## src/rtl/vga_timing_pkg.sv

```systemverilog
// VGA 640x480@60 timing constants and shared types.
// Defaults for the raster generator and its sync windows.
package vga_timing_pkg;

  typedef logic [9:0] coord_t;

  localparam int H_VISIBLE_DEF = 640;
  localparam int H_FRONT_DEF   = 16;
  localparam int H_SYNC_DEF    = 96;
  localparam int H_BACK_DEF    = 48;
  localparam int H_TOTAL_DEF   = H_VISIBLE_DEF + H_FRONT_DEF
                               + H_SYNC_DEF + H_BACK_DEF;

  localparam int V_VISIBLE_DEF = 480;
  localparam int V_FRONT_DEF   = 10;
  localparam int V_SYNC_DEF    = 2;
  localparam int V_BACK_DEF    = 33;
  localparam int V_TOTAL_DEF   = V_VISIBLE_DEF + V_FRONT_DEF
                               + V_SYNC_DEF + V_BACK_DEF;

  localparam int HS_START_DEF = H_VISIBLE_DEF + H_FRONT_DEF;
  localparam int HS_END_DEF   = HS_START_DEF + H_SYNC_DEF - 1;
  localparam int VS_START_DEF = V_VISIBLE_DEF + V_FRONT_DEF;
  localparam int VS_END_DEF   = VS_START_DEF + V_SYNC_DEF - 1;

endpackage

```

## src/rtl/vga_timing_gen_if.sv

```systemverilog
// Raster bundle from the timing generator to the drawing stages.
// master drives coordinates and syncs; slave consumes them.
interface vga_timing_gen_if;
  import vga_timing_pkg::*;

  coord_t DrawX;
  coord_t DrawY;
  logic   blank;
  logic   hs;
  logic   vs;
  logic   frame_start;
  logic   line_start;
  logic   hs_d;
  logic   vs_d;
  logic   blank_d;

  modport master (
    output DrawX, DrawY, blank, hs, vs,
    output frame_start, line_start,
    output hs_d, vs_d, blank_d
  );

  modport slave (
    input DrawX, DrawY, blank, hs, vs,
    input frame_start, line_start,
    input hs_d, vs_d, blank_d
  );

endinterface

```

## src/rtl/vga_sync_delay.sv

```systemverilog
// Resettable shift register used to re-time sync/blank.
// DEPTH of zero degenerates to a plain wire.
module vga_sync_delay #(
  parameter int              WIDTH   = 1,
  parameter int              DEPTH   = 1,
  parameter logic [WIDTH-1:0] RST_VAL = '0
) (
  input  logic             clk,
  input  logic             rst,
  input  logic [WIDTH-1:0] din,
  output logic [WIDTH-1:0] dout
);

  generate
    if (DEPTH == 0) begin : g_pass
      assign dout = din;
    end else begin : g_sr
      logic [WIDTH-1:0] sr [DEPTH];

      always_ff @(posedge clk) begin
        if (rst) begin
          for (int i = 0; i < DEPTH; i++)
            sr[i] <= RST_VAL;
        end else begin
          sr[0] <= din;
          for (int i = 1; i < DEPTH; i++)
            sr[i] <= sr[i-1];
        end
      end

      assign dout = sr[DEPTH-1];
    end
  endgenerate

endmodule

```

## src/rtl/vga_timing_gen.sv

```systemverilog
// VGA raster counters with registered visible/sync/strobe flags.
// Sync and blank also leave through a delay line for the pixel pipe.
module vga_timing_gen
  import vga_timing_pkg::*;
#(
  parameter int H_VISIBLE  = H_VISIBLE_DEF,
  parameter int H_FRONT    = H_FRONT_DEF,
  parameter int H_SYNC     = H_SYNC_DEF,
  parameter int H_BACK     = H_BACK_DEF,
  parameter int V_VISIBLE  = V_VISIBLE_DEF,
  parameter int V_FRONT    = V_FRONT_DEF,
  parameter int V_SYNC     = V_SYNC_DEF,
  parameter int V_BACK     = V_BACK_DEF,
  parameter int SYNC_DELAY = 2
) (
  input  logic vga_clk,
  input  logic reset,
  vga_timing_gen_if.master vga
);

  localparam coord_t X_LAST =
    coord_t'(H_VISIBLE + H_FRONT + H_SYNC + H_BACK - 1);
  localparam coord_t Y_LAST =
    coord_t'(V_VISIBLE + V_FRONT + V_SYNC + V_BACK - 1);
  localparam coord_t X_VIS = coord_t'(H_VISIBLE);
  localparam coord_t Y_VIS = coord_t'(V_VISIBLE);
  localparam coord_t HS_LO = coord_t'(H_VISIBLE + H_FRONT);
  localparam coord_t HS_HI =
    coord_t'(H_VISIBLE + H_FRONT + H_SYNC - 1);
  localparam coord_t VS_LO = coord_t'(V_VISIBLE + V_FRONT);
  localparam coord_t VS_HI =
    coord_t'(V_VISIBLE + V_FRONT + V_SYNC - 1);

  coord_t x, y, x_nxt, y_nxt;
  logic   blank, hs, vs, fs, ls;
  logic [2:0] dly;

  always_comb begin
    x_nxt = x + 10'd1;
    y_nxt = y;
    if (x == X_LAST) begin
      x_nxt = '0;
      y_nxt = (y == Y_LAST) ? '0 : y + 10'd1;
    end
  end

  // Flags come from the next count so they line up with it.
  always_ff @(posedge vga_clk) begin
    if (reset) begin
      x     <= X_LAST;
      y     <= Y_LAST;
      blank <= 1'b0;
      hs    <= 1'b1;
      vs    <= 1'b1;
      fs    <= 1'b0;
      ls    <= 1'b0;
    end else begin
      x     <= x_nxt;
      y     <= y_nxt;
      blank <= (x_nxt < X_VIS) && (y_nxt < Y_VIS);
      hs    <= !((x_nxt >= HS_LO) && (x_nxt <= HS_HI));
      vs    <= !((y_nxt >= VS_LO) && (y_nxt <= VS_HI));
      fs    <= (x_nxt == '0) && (y_nxt == '0);
      ls    <= (x_nxt == '0);
    end
  end

  vga_sync_delay #(
    .WIDTH   (3),
    .DEPTH   (SYNC_DELAY),
    .RST_VAL (3'b110)
  ) u_dly (
    .clk  (vga_clk),
    .rst  (reset),
    .din  ({hs, vs, blank}),
    .dout (dly)
  );

  assign vga.DrawX       = x;
  assign vga.DrawY       = y;
  assign vga.blank       = blank;
  assign vga.hs          = hs;
  assign vga.vs          = vs;
  assign vga.frame_start = fs;
  assign vga.line_start  = ls;
  assign vga.hs_d        = dly[2];
  assign vga.vs_d        = dly[1];
  assign vga.blank_d     = dly[0];

endmodule
```

## src/flat_wrapper.sv

```systemverilog
// flat-port wrapper written by rule: the top's interface ports become plain ports
module vga_timing_gen_flat import vga_timing_pkg::*;
#(
  parameter int H_VISIBLE  = H_VISIBLE_DEF,
  parameter int H_FRONT    = H_FRONT_DEF,
  parameter int H_SYNC     = H_SYNC_DEF,
  parameter int H_BACK     = H_BACK_DEF,
  parameter int V_VISIBLE  = V_VISIBLE_DEF,
  parameter int V_FRONT    = V_FRONT_DEF,
  parameter int V_SYNC     = V_SYNC_DEF,
  parameter int V_BACK     = V_BACK_DEF,
  parameter int SYNC_DELAY = 2
)
  (vga_clk, reset, vga_DrawX, vga_DrawY, vga_blank, vga_hs, vga_vs, vga_frame_start, vga_line_start, vga_hs_d, vga_vs_d, vga_blank_d);
  vga_timing_gen_if vga_i ();
  input  logic vga_clk;
  input  logic reset;
  output wire logic [$bits(vga_i.DrawX)-1:0] vga_DrawX;
  output wire logic [$bits(vga_i.DrawY)-1:0] vga_DrawY;
  output wire logic [$bits(vga_i.blank)-1:0] vga_blank;
  output wire logic [$bits(vga_i.hs)-1:0] vga_hs;
  output wire logic [$bits(vga_i.vs)-1:0] vga_vs;
  output wire logic [$bits(vga_i.frame_start)-1:0] vga_frame_start;
  output wire logic [$bits(vga_i.line_start)-1:0] vga_line_start;
  output wire logic [$bits(vga_i.hs_d)-1:0] vga_hs_d;
  output wire logic [$bits(vga_i.vs_d)-1:0] vga_vs_d;
  output wire logic [$bits(vga_i.blank_d)-1:0] vga_blank_d;
  assign vga_DrawX = vga_i.DrawX;
  assign vga_DrawY = vga_i.DrawY;
  assign vga_blank = vga_i.blank;
  assign vga_hs = vga_i.hs;
  assign vga_vs = vga_i.vs;
  assign vga_frame_start = vga_i.frame_start;
  assign vga_line_start = vga_i.line_start;
  assign vga_hs_d = vga_i.hs_d;
  assign vga_vs_d = vga_i.vs_d;
  assign vga_blank_d = vga_i.blank_d;
  vga_timing_gen #(.H_VISIBLE(H_VISIBLE), .H_FRONT(H_FRONT), .H_SYNC(H_SYNC), .H_BACK(H_BACK), .V_VISIBLE(V_VISIBLE), .V_FRONT(V_FRONT), .V_SYNC(V_SYNC), .V_BACK(V_BACK), .SYNC_DELAY(SYNC_DELAY)) u_core (.vga_clk(vga_clk), .reset(reset), .vga(vga_i));
endmodule
```

## config.mk

```make
export PLATFORM = sky130hd
export DESIGN_NAME = vga_timing_gen_flat
export DESIGN_NICKNAME = d
export VERILOG_FILES = /design/src/rtl/vga_timing_pkg.sv /design/src/rtl/vga_timing_gen_if.sv /design/src/rtl/vga_sync_delay.sv /design/src/rtl/vga_timing_gen.sv /design/src/flat_wrapper.sv
export SDC_FILE = /design/constraint.sdc
export NUM_CORES = 1
export LEC_CHECK = 0
export CORE_MARGIN = 5
export CORE_UTILIZATION = 50
export CTS_CLUSTER_SIZE = 10
export DETAILED_ROUTE_END_ITERATION = 16
export GPL_ROUTABILITY_DRIVEN = 0
export HOLD_SLACK_MARGIN = 0.05
export PLACE_DENSITY = 0.77
export SLEW_MARGIN = 25
export SYNTH_ARGS = -nofsm -noshare
export SYNTH_HDL_FRONTEND = slang
export SYNTH_SLANG_ARGS = --single-unit
```

## constraint.sdc

```tcl
create_clock -name vga_clk -period 6.4 [get_ports vga_clk]
set_clock_uncertainty 0.05 [all_clocks]
set_input_delay 1.28 -clock vga_clk [delete_from_list [all_inputs] [get_ports vga_clk]]
set_output_delay 1.28 -clock vga_clk [all_outputs]
set_load 0.05 [all_outputs]
```

==> out/summary.log, run 1 <==
INFO  placed_design  port-buffer-count=29
INFO  global_routing antenna_violations_before_repair=0
INFO  floorplanning  design.core.area=0.003103mm^2
INFO  critical_path  crit_path_top_delay_cell=sky130_fd_sc_hd__clkdlybuf4s50_1
INFO  routing        viasPerCell=5.604
INFO  critical_path  critical_path.cell_chain=clkdlybuf4s50_1
INFO  critical_path  r2r-end=u_core.vga.vs$_SDFF_PP1_
INFO  placed_design  place_hpwl=2685um
INFO  clock_network  cts-buffers-inserted=5
INFO  routing        antenna_violating_nets_post_route=0
INFO  routing        num_vias=1429
INFO  floorplanning  boundaryPins=30
INFO  critical_path  worst-path-buf-inv=1
INFO  sta            report.final.setup_viol=0
INFO  cells_and_area final-seq-area=620.6um^2
INFO  clock_network  post_cts_resized=0
INFO  synthesis      ys_async_sr_fraction=0%
INFO  worst_hold_path min_path_cells=1
INFO  routing        drt_wl_total=3703um
INFO  clock_network  clock_insertion_delay_worst_skew=0.33ns
INFO  clock_network  cts_sinks=31
INFO  cells_and_area syn_to_final_growth=20.41%
INFO  critical_path  setup.worst_path.start=u_core.vga.DrawY[1]$_SDFF_PP0_
INFO  power          vdd_ir_drop_max=233.8uV
INFO  synthesis      leading_register_cell_type_out_of_synthesis=sky130_fd_sc_hd__dfxtp_1
INFO  synthesis      postSynthCellCount=189
INFO  synthesis      yosysTopAreaCellShare=38.07%
INFO  global_routing grt_start_max_net_pins=29
INFO  floorplanning  chipWidth=67.10um
INFO  clock_network  clk_slew_on_worst_s_h_paths=0.10ns
INFO  sta            finalMaxSlewViolations=0
INFO  critical_path  r2r_cells=7
INFO  global_routing via_count_of_the_first_global_routing_pass=1401
INFO  sta            max_freq=323.2MHz
INFO  sta            timing_worst_slew_pin_value=0.8856ns
INFO  cells_and_area post-route-cell-area=0.001963mm^2
INFO  power          total_power=0.8961mW
INFO  routing        drt_iter0_drc=119
INFO  sta            slew_headroom=40.78%
INFO  synthesis      synth.cells.most_frequent=31 x sky130_fd_sc_hd__dfxtp_1, 19 x sky130_fd_sc_hd__nor2_1, 12 x sky130_fd_sc_hd__nand2_1
INFO  worst_hold_path holdCritPathClass=reg2reg
INFO  cells_and_area layout_cell_share_with_drive_strength_beyond_1=10.43%
INFO  critical_path  timing.critical_path.to_type=output port
INFO  clock_network  post_cts_hold_buffer_count=0
INFO  critical_path  crit_type=reg2out
INFO  global_routing gr-usage-all-layers=18.24%
INFO  routing        detail_route.first_pass.iterations=4
INFO  synthesis      yosys.cell_count.top_type=sky130_fd_sc_hd__dfxtp_1
INFO  sta            layout_min_cycle_time=3.094ns
INFO  power          power-per-cell-area=456.4mW/mm^2
INFO  synthesis      netlist_top_cells_area=sky130_fd_sc_hd__dfxtp_1 38%, sky130_fd_sc_hd__nor2_1 4.4%, sky130_fd_sc_hd__xnor2_1 4.3%, sky130_fd_sc_hd__ha_1 3.1%, sky130_fd_sc_hd__nand3_1 3.1%
INFO  floorplanning  rows=20
INFO  power          leakagePower=0.7196nW
INFO  synthesis      yosys_warnings=0
INFO  synthesis      synth-edff-count=0
INFO  floorplanning  fp.dieH=67.10um
INFO  synthesis      synthDistinctLibCells=51
INFO  synthesis      synthesis.nets=195
INFO  critical_path  worstPathRequired=5.07ns
INFO  run            maxCapViolations=0
INFO  global_routing grt_pass1_wl=6285um
INFO  floorplanning  fp.dieArea=0.004502mm^2
INFO  placed_design  post_dp_cell_area=0.001907mm^2
INFO  synthesis      mean_instance_size_in_the_synthesized_netlist=8.626um^2
INFO  critical_path  rrSetupSlack=3.53ns
INFO  global_routing grt_overflow_total=0
INFO  cells_and_area antenna_cells=0
INFO  cells_and_area multi_input_area=925.9um^2
INFO  cells_and_area net_count_final=217
INFO  routing        avgRoutedWirePerCell=14.52um
INFO  synthesis      post_synth_instance_area=0.001630mm^2
INFO  floorplanning  floorplan.initialDensity=52.54%
INFO  clock_network  tritoncts=done
INFO  worst_hold_path timing.hold.worst_endpoint=u_core.u_dly.g_sr.sr[0][5]$_SDFF_PP1_
INFO  clock_network  cts_setup_buffers=0
INFO  sta            worst_hold_slack=0.3763ns
INFO  clock_network  number_of_h_tree_levels=2
INFO  sta            post_route_fraction_of_the_period_consumed_by_the_critical_path=48.34%
INFO  routing        detail_route.drc_violations=0
INFO  critical_path  timing.critical_path.max_delay_family=buffers and inverters
INFO  critical_path  timing.critical_path.from_type=flop
INFO  synthesis      netlist.top_cell.by_area=sky130_fd_sc_hd__dfxtp_1
INFO  cells_and_area filler_cells_inserted=278
INFO  cells_and_area finalCoreUtilization=63.27%
INFO  sta            setup_repair_after_global_routing_missed_its_margin=no
INFO  clock_network  cts.path.max_buffers=2
INFO  sta            hold_violations=0
INFO  critical_path  critical_path.reg2reg.startpoint=u_core.vga.DrawX[1]$_SDFF_PP1_
INFO  clock_network  clock-root-buffer=sky130_fd_sc_hd__clkbuf_4
INFO  critical_path  worst-path-max-fanout=10
INFO  synthesis      yosys_register_bits=31
INFO  critical_path  worst-endpoint-arrival=1.76ns
INFO  critical_path  wp_depth=1
INFO  synthesis      yosysSeqAreaShare=38.07%
INFO  worst_hold_path worst_hold_startpoint=u_core.u_dly.g_sr.sr[0][2]$_SDFF_PP1_
INFO  status         status=finished, final reports clean
INFO  sta            fin_setup_tns=0ns
INFO  critical_path  timing.critical_path.slowest_cell_delay=0.88ns
## sequential cells by signal (all words and copies together) (netlist names)
| register | cells |
|---|---|
| u_core.vga.vs | 1 |
| u_core.vga.DrawX | 10 |
| u_core.vga.blank | 1 |
| u_core.vga.frame_start | 1 |
| u_core.vga.line_start | 1 |
| u_core.vga.DrawY | 10 |
| u_core.vga.hs | 1 |
| u_core.u_dly.g_sr.sr | 6 |
## per-layer routing
metal / global-route usage (%) / up-vias / wire [um]
li1: - / 711 / -
met1: 21.89 / 662 / 1697
met2: 30.43 / 51 / 1724
met3: 6.745 / 5 / 244
met4: 5.063 / 0 / 37
met5: 0 / - / 0
## worst max-delay path by stage
stage / endpoint
floorplan: u_core.vga.vs$_SDFF_PP1_
global placement: u_core.vga.frame_start$_SDFF_PP0_
detailed placement: u_core.vga.frame_start$_SDFF_PP0_
CTS: vga_DrawY[2]
global route: vga_DrawY[2]
finish: vga_DrawY[1]
## through the flow
stage | worst slack, ns | instances
floorplan | 3.696 | 189
global placement | 3.247 | 248
detailed placement | 3.217 | 248
CTS | 3.318 | 255
global route | 3.248 | 255
finish | 3.306 | 255
## where the power goes
group | switching, mW | leakage [nW] | internal [mW]
logic | 0.308 | 0.433 | 0.185
clock network | 0.0601 | 0.0341 | 0.0508
registers | 0.0641 | 0.253 | 0.228
## layout by cell type, fill, tap and decap left out, types with 3 or more instances in the layout
master	instances
sky130_fd_sc_hd__dfxtp_1	31
sky130_fd_sc_hd__nand2b_1	3
sky130_fd_sc_hd__a211oi_1	3
sky130_fd_sc_hd__a21oi_1	7
sky130_fd_sc_hd__a21o_1	3
sky130_fd_sc_hd__a31oi_1	3
sky130_fd_sc_hd__xor2_1	5
sky130_fd_sc_hd__inv_1	4
sky130_fd_sc_hd__clkbuf_4	5
sky130_fd_sc_hd__or4_1	3
sky130_fd_sc_hd__o21ai_0	7
sky130_fd_sc_hd__nand2_1	12
sky130_fd_sc_hd__nor2_1	19
sky130_fd_sc_hd__nor3_1	3
sky130_fd_sc_hd__ha_1	4
sky130_fd_sc_hd__nand3_1	10
sky130_fd_sc_hd__or2_2	8
sky130_fd_sc_hd__nor2b_1	4
sky130_fd_sc_hd__clkdlybuf4s50_1	29
sky130_fd_sc_hd__xnor2_1	8
## layout make-up
class | instances | area share [%]
timing repair buffer | 29 | 14.79
sequential | 31 | 31.61
inverter | 4 | 0.7648
tap | 44 | 2.804
clock buffer | 6 | 2.613
clock inverter | 1 | 0.2549
multi-input combinational | 140 | 47.16
## kinds of logic (layout without fill, tap and decap cells)
logic type      after synthesis  count (layout)  share of synthesized area (%)
fa+ha+maj                     4               4                          3.070
xor+xnor                     13              13                          6.984
compound gates               39              39                          16.12
mux                           1               1                         0.6140
flops                        31              31                          38.07
simple gates                 83              83                          30.01
buf+inv                      18              40                          5.141
(Power assumes the default switching activity.)
==> run 2: changes to the inputs <==
CORE_UTILIZATION = 46   (was 50)
PLACE_DENSITY = 0.74   (was 0.77)
clock period = 2.6 ns   (was 6.4 ns; I/O delays follow)
==> out/summary.log, run 2 (synthesized netlist as in run 1, its figures left out) <==
INFO  status         status=finished, final reports clean
INFO  global_routing global_route.usage.met3=3.768%
INFO  routing        avgRoutedWirePerCell=14.00um
INFO  worst_hold_path holdCritPathClass=reg2reg
INFO  sta            worst_hold_slack=0.3711ns
INFO  routing        drt_wl_total=3697um
INFO  routing        viasPerCell=5.545
INFO  cells_and_area layout_common_cells=29 x sky130_fd_sc_hd__clkdlybuf4s50_1, 29 x sky130_fd_sc_hd__dfxtp_1, 18 x sky130_fd_sc_hd__nor2_1, 12 x sky130_fd_sc_hd__nand2_1, 10 x sky130_fd_sc_hd__nand3_1
INFO  clock_network  clock-root-buffer=sky130_fd_sc_hd__clkbuf_4
INFO  clock_network  tritoncts=done
INFO  critical_path  worst-path-max-fanout=7
INFO  floorplanning  chipWidth=69.53um
INFO  clock_network  clock_insertion_delay_worst_skew=0.32ns
INFO  cells_and_area stdcell_count=264
INFO  global_routing grt_pass1_wl=6437um
INFO  sta            post_route_fraction_of_the_period_consumed_by_the_critical_path=91.46%
INFO  global_routing use_met1=21.75%
INFO  floorplanning  boundaryPins=30
INFO  routing        antenna_violating_nets_post_route=0
INFO  global_routing grt_overflow_total=0
INFO  floorplanning  rows=21
INFO  clock_network  clk_slew_on_worst_s_h_paths=0.09ns
INFO  cells_and_area antenna_cells=0
INFO  sta            timing_worst_slew_pin_value=0.5082ns
INFO  routing        detail_route.first_pass.iterations=4
INFO  clock_network  cts-buffers-inserted=5
INFO  floorplanning  fp.dieH=69.53um
INFO  clock_network  post_cts_hold_buffer_count=0
INFO  floorplanning  fp.dieArea=0.004834mm^2
INFO  critical_path  worst-endpoint-arrival=2.52ns
INFO  global_routing via_count_of_the_first_global_routing_pass=1376
INFO  run            maxCapViolations=0
INFO  placed_design  place_hpwl=2828um
INFO  sta            setup_repair_after_global_routing_missed_its_margin=no
INFO  critical_path  timing.critical_path.to_type=flop
INFO  sta            max_freq=420.5MHz
INFO  cells_and_area filler_cells_inserted=302
INFO  power          power-per-cell-area=1132mW/mm^2
INFO  global_routing antenna_violations_before_repair=0
INFO  critical_path  rrSetupSlack=0.22ns
INFO  clock_network  cts_sinks=31
INFO  sta            hold_violations=0
INFO  sta            fin_setup_tns=0ns
INFO  cells_and_area layout_cell_share_with_drive_strength_beyond_1=14.68%
INFO  placed_design  port-buffer-count=29
INFO  routing        drt_iter0_drc=86
INFO  sta            slew_headroom=66.02%
INFO  placed_design  place_inst=256
INFO  critical_path  worstPathRequired=2.74ns
INFO  global_routing gr-usage-all-layers=16.13%
INFO  global_routing globalRoute.busiestLayer=met2
INFO  critical_path  timing.critical_path.from_type=flop
INFO  global_routing grt_use_met2=24.58%
INFO  power          vdd_ir_drop_max=629.3uV
INFO  critical_path  r2r_cells=8
INFO  power          leakagePower=0.7539nW
INFO  sta            finalMaxSlewViolations=0
INFO  routing        detail_route.drc_violations=0
INFO  clock_network  cts.path.max_buffers=2
INFO  global_routing grt_start_max_net_pins=19
INFO  clock_network  number_of_h_tree_levels=2
INFO  sta            report.final.setup_viol=0
INFO  cells_and_area syn_to_final_growth=24.71%
INFO  routing        num_vias=1464
INFO  sta            layout_min_cycle_time=2.378ns
INFO  cells_and_area net_count_final=223
INFO  cells_and_area finalCoreUtilization=59.99%
INFO  floorplanning  design.core.area=0.003390mm^2
INFO  floorplanning  floorplan.initialDensity=48.10%
INFO  critical_path  crit_type=reg2reg
INFO  worst_hold_path min_path_cells=1
run 2: cell count changes in the layout (fill, tap and decap cells not counted):
cell,previous run,this run
sky130_fd_sc_hd__nor2_2,0,1
sky130_fd_sc_hd__clkbuf_8,1,2
sky130_fd_sc_hd__dfxtp_1,31,29
sky130_fd_sc_hd__clkinv_2,1,0
sky130_fd_sc_hd__nor2_1,19,18
sky130_fd_sc_hd__buf_4,0,6
sky130_fd_sc_hd__or3_1,1,0
sky130_fd_sc_hd__dfxtp_2,0,2
sky130_fd_sc_hd__or3_4,1,2
sky130_fd_sc_hd__clkbuf_1,0,1
run 2: per-layer routing:
metal | vias up | wire length, um
met1 | 685 | 1735
li1 | 729 | -
met5 | - | 0
met4 | 0 | 46
met2 | 46 | 1706
met3 | 4 | 207
run 2: power by group:
group / internal (mW) / switching (mW)
clock: 0.159 / 0.156
sequential: 0.563 / 0.156
combinational: 0.500 / 0.769
total: 1.22 / 1.08
run 2: worst paths after layout:
path                                              start                               endpoint
hold / removal    u_core.u_dly.g_sr.sr[0][2]$_SDFF_PP1_  u_core.u_dly.g_sr.sr[0][5]$_SDFF_PP1_
hold reg to reg   u_core.u_dly.g_sr.sr[0][2]$_SDFF_PP1_  u_core.u_dly.g_sr.sr[0][5]$_SDFF_PP1_
setup reg to reg         u_core.vga.DrawX[1]$_SDFF_PP1_               u_core.vga.vs$_SDFF_PP1_
setup / recovery         u_core.vga.DrawX[1]$_SDFF_PP1_               u_core.vga.vs$_SDFF_PP1_
run 2: critical path, stage by stage, from the launching register on:
cell and delay, ns:
sky130_fd_sc_hd__dfxtp_2 0.40, sky130_fd_sc_hd__ha_1 0.24, sky130_fd_sc_hd__nand4_2 0.13, sky130_fd_sc_hd__buf_4 0.19, sky130_fd_sc_hd__nor3_2 0.37, sky130_fd_sc_hd__nand3_1 0.15, sky130_fd_sc_hd__xor2_1 0.20, sky130_fd_sc_hd__nor4_2 0.38
sky130_fd_sc_hd__nand4b_1 0.14
run 2: what timing repair did:
| item | CTS | global route |
|---|---|---|
| resized for setup | 0 | 2 |
| hold endpoints to repair | 0 | 0 |
| endpoints found under the setup margin | 0 | 3 |
| buffers inserted | 0 | 0 |
run 2: through the flow:
| step | power [mW] | cell area [um^2] | setup slack (ns) |
|---|---|---|---|
| after floorplan | 1.659 | 1633 | 0.05650 |
| after global routing | 2.483 | 2033 | 0.06231 |
| final | 2.302 | 2033 | 0.2221 |
| after detailed placement | 1.976 | 1957 | 0.2069 |
| after global placement | 1.952 | 1957 | 0.3089 |
| after CTS | 2.294 | 2026 | 0.1910 |
run 2: area by class of cell:
class / count / area (um^2) / share of cell area [%]
multi-input cells: 140 / 933.4 / 45.91
flip-flops and latches: 31 / 623.1 / 30.65
repair buffers: 35 / 335.3 / 16.49
clock buffers: 8 / 68.82 / 3.385
well taps: 46 / 57.56 / 2.831
inverters: 4 / 15.01 / 0.7385
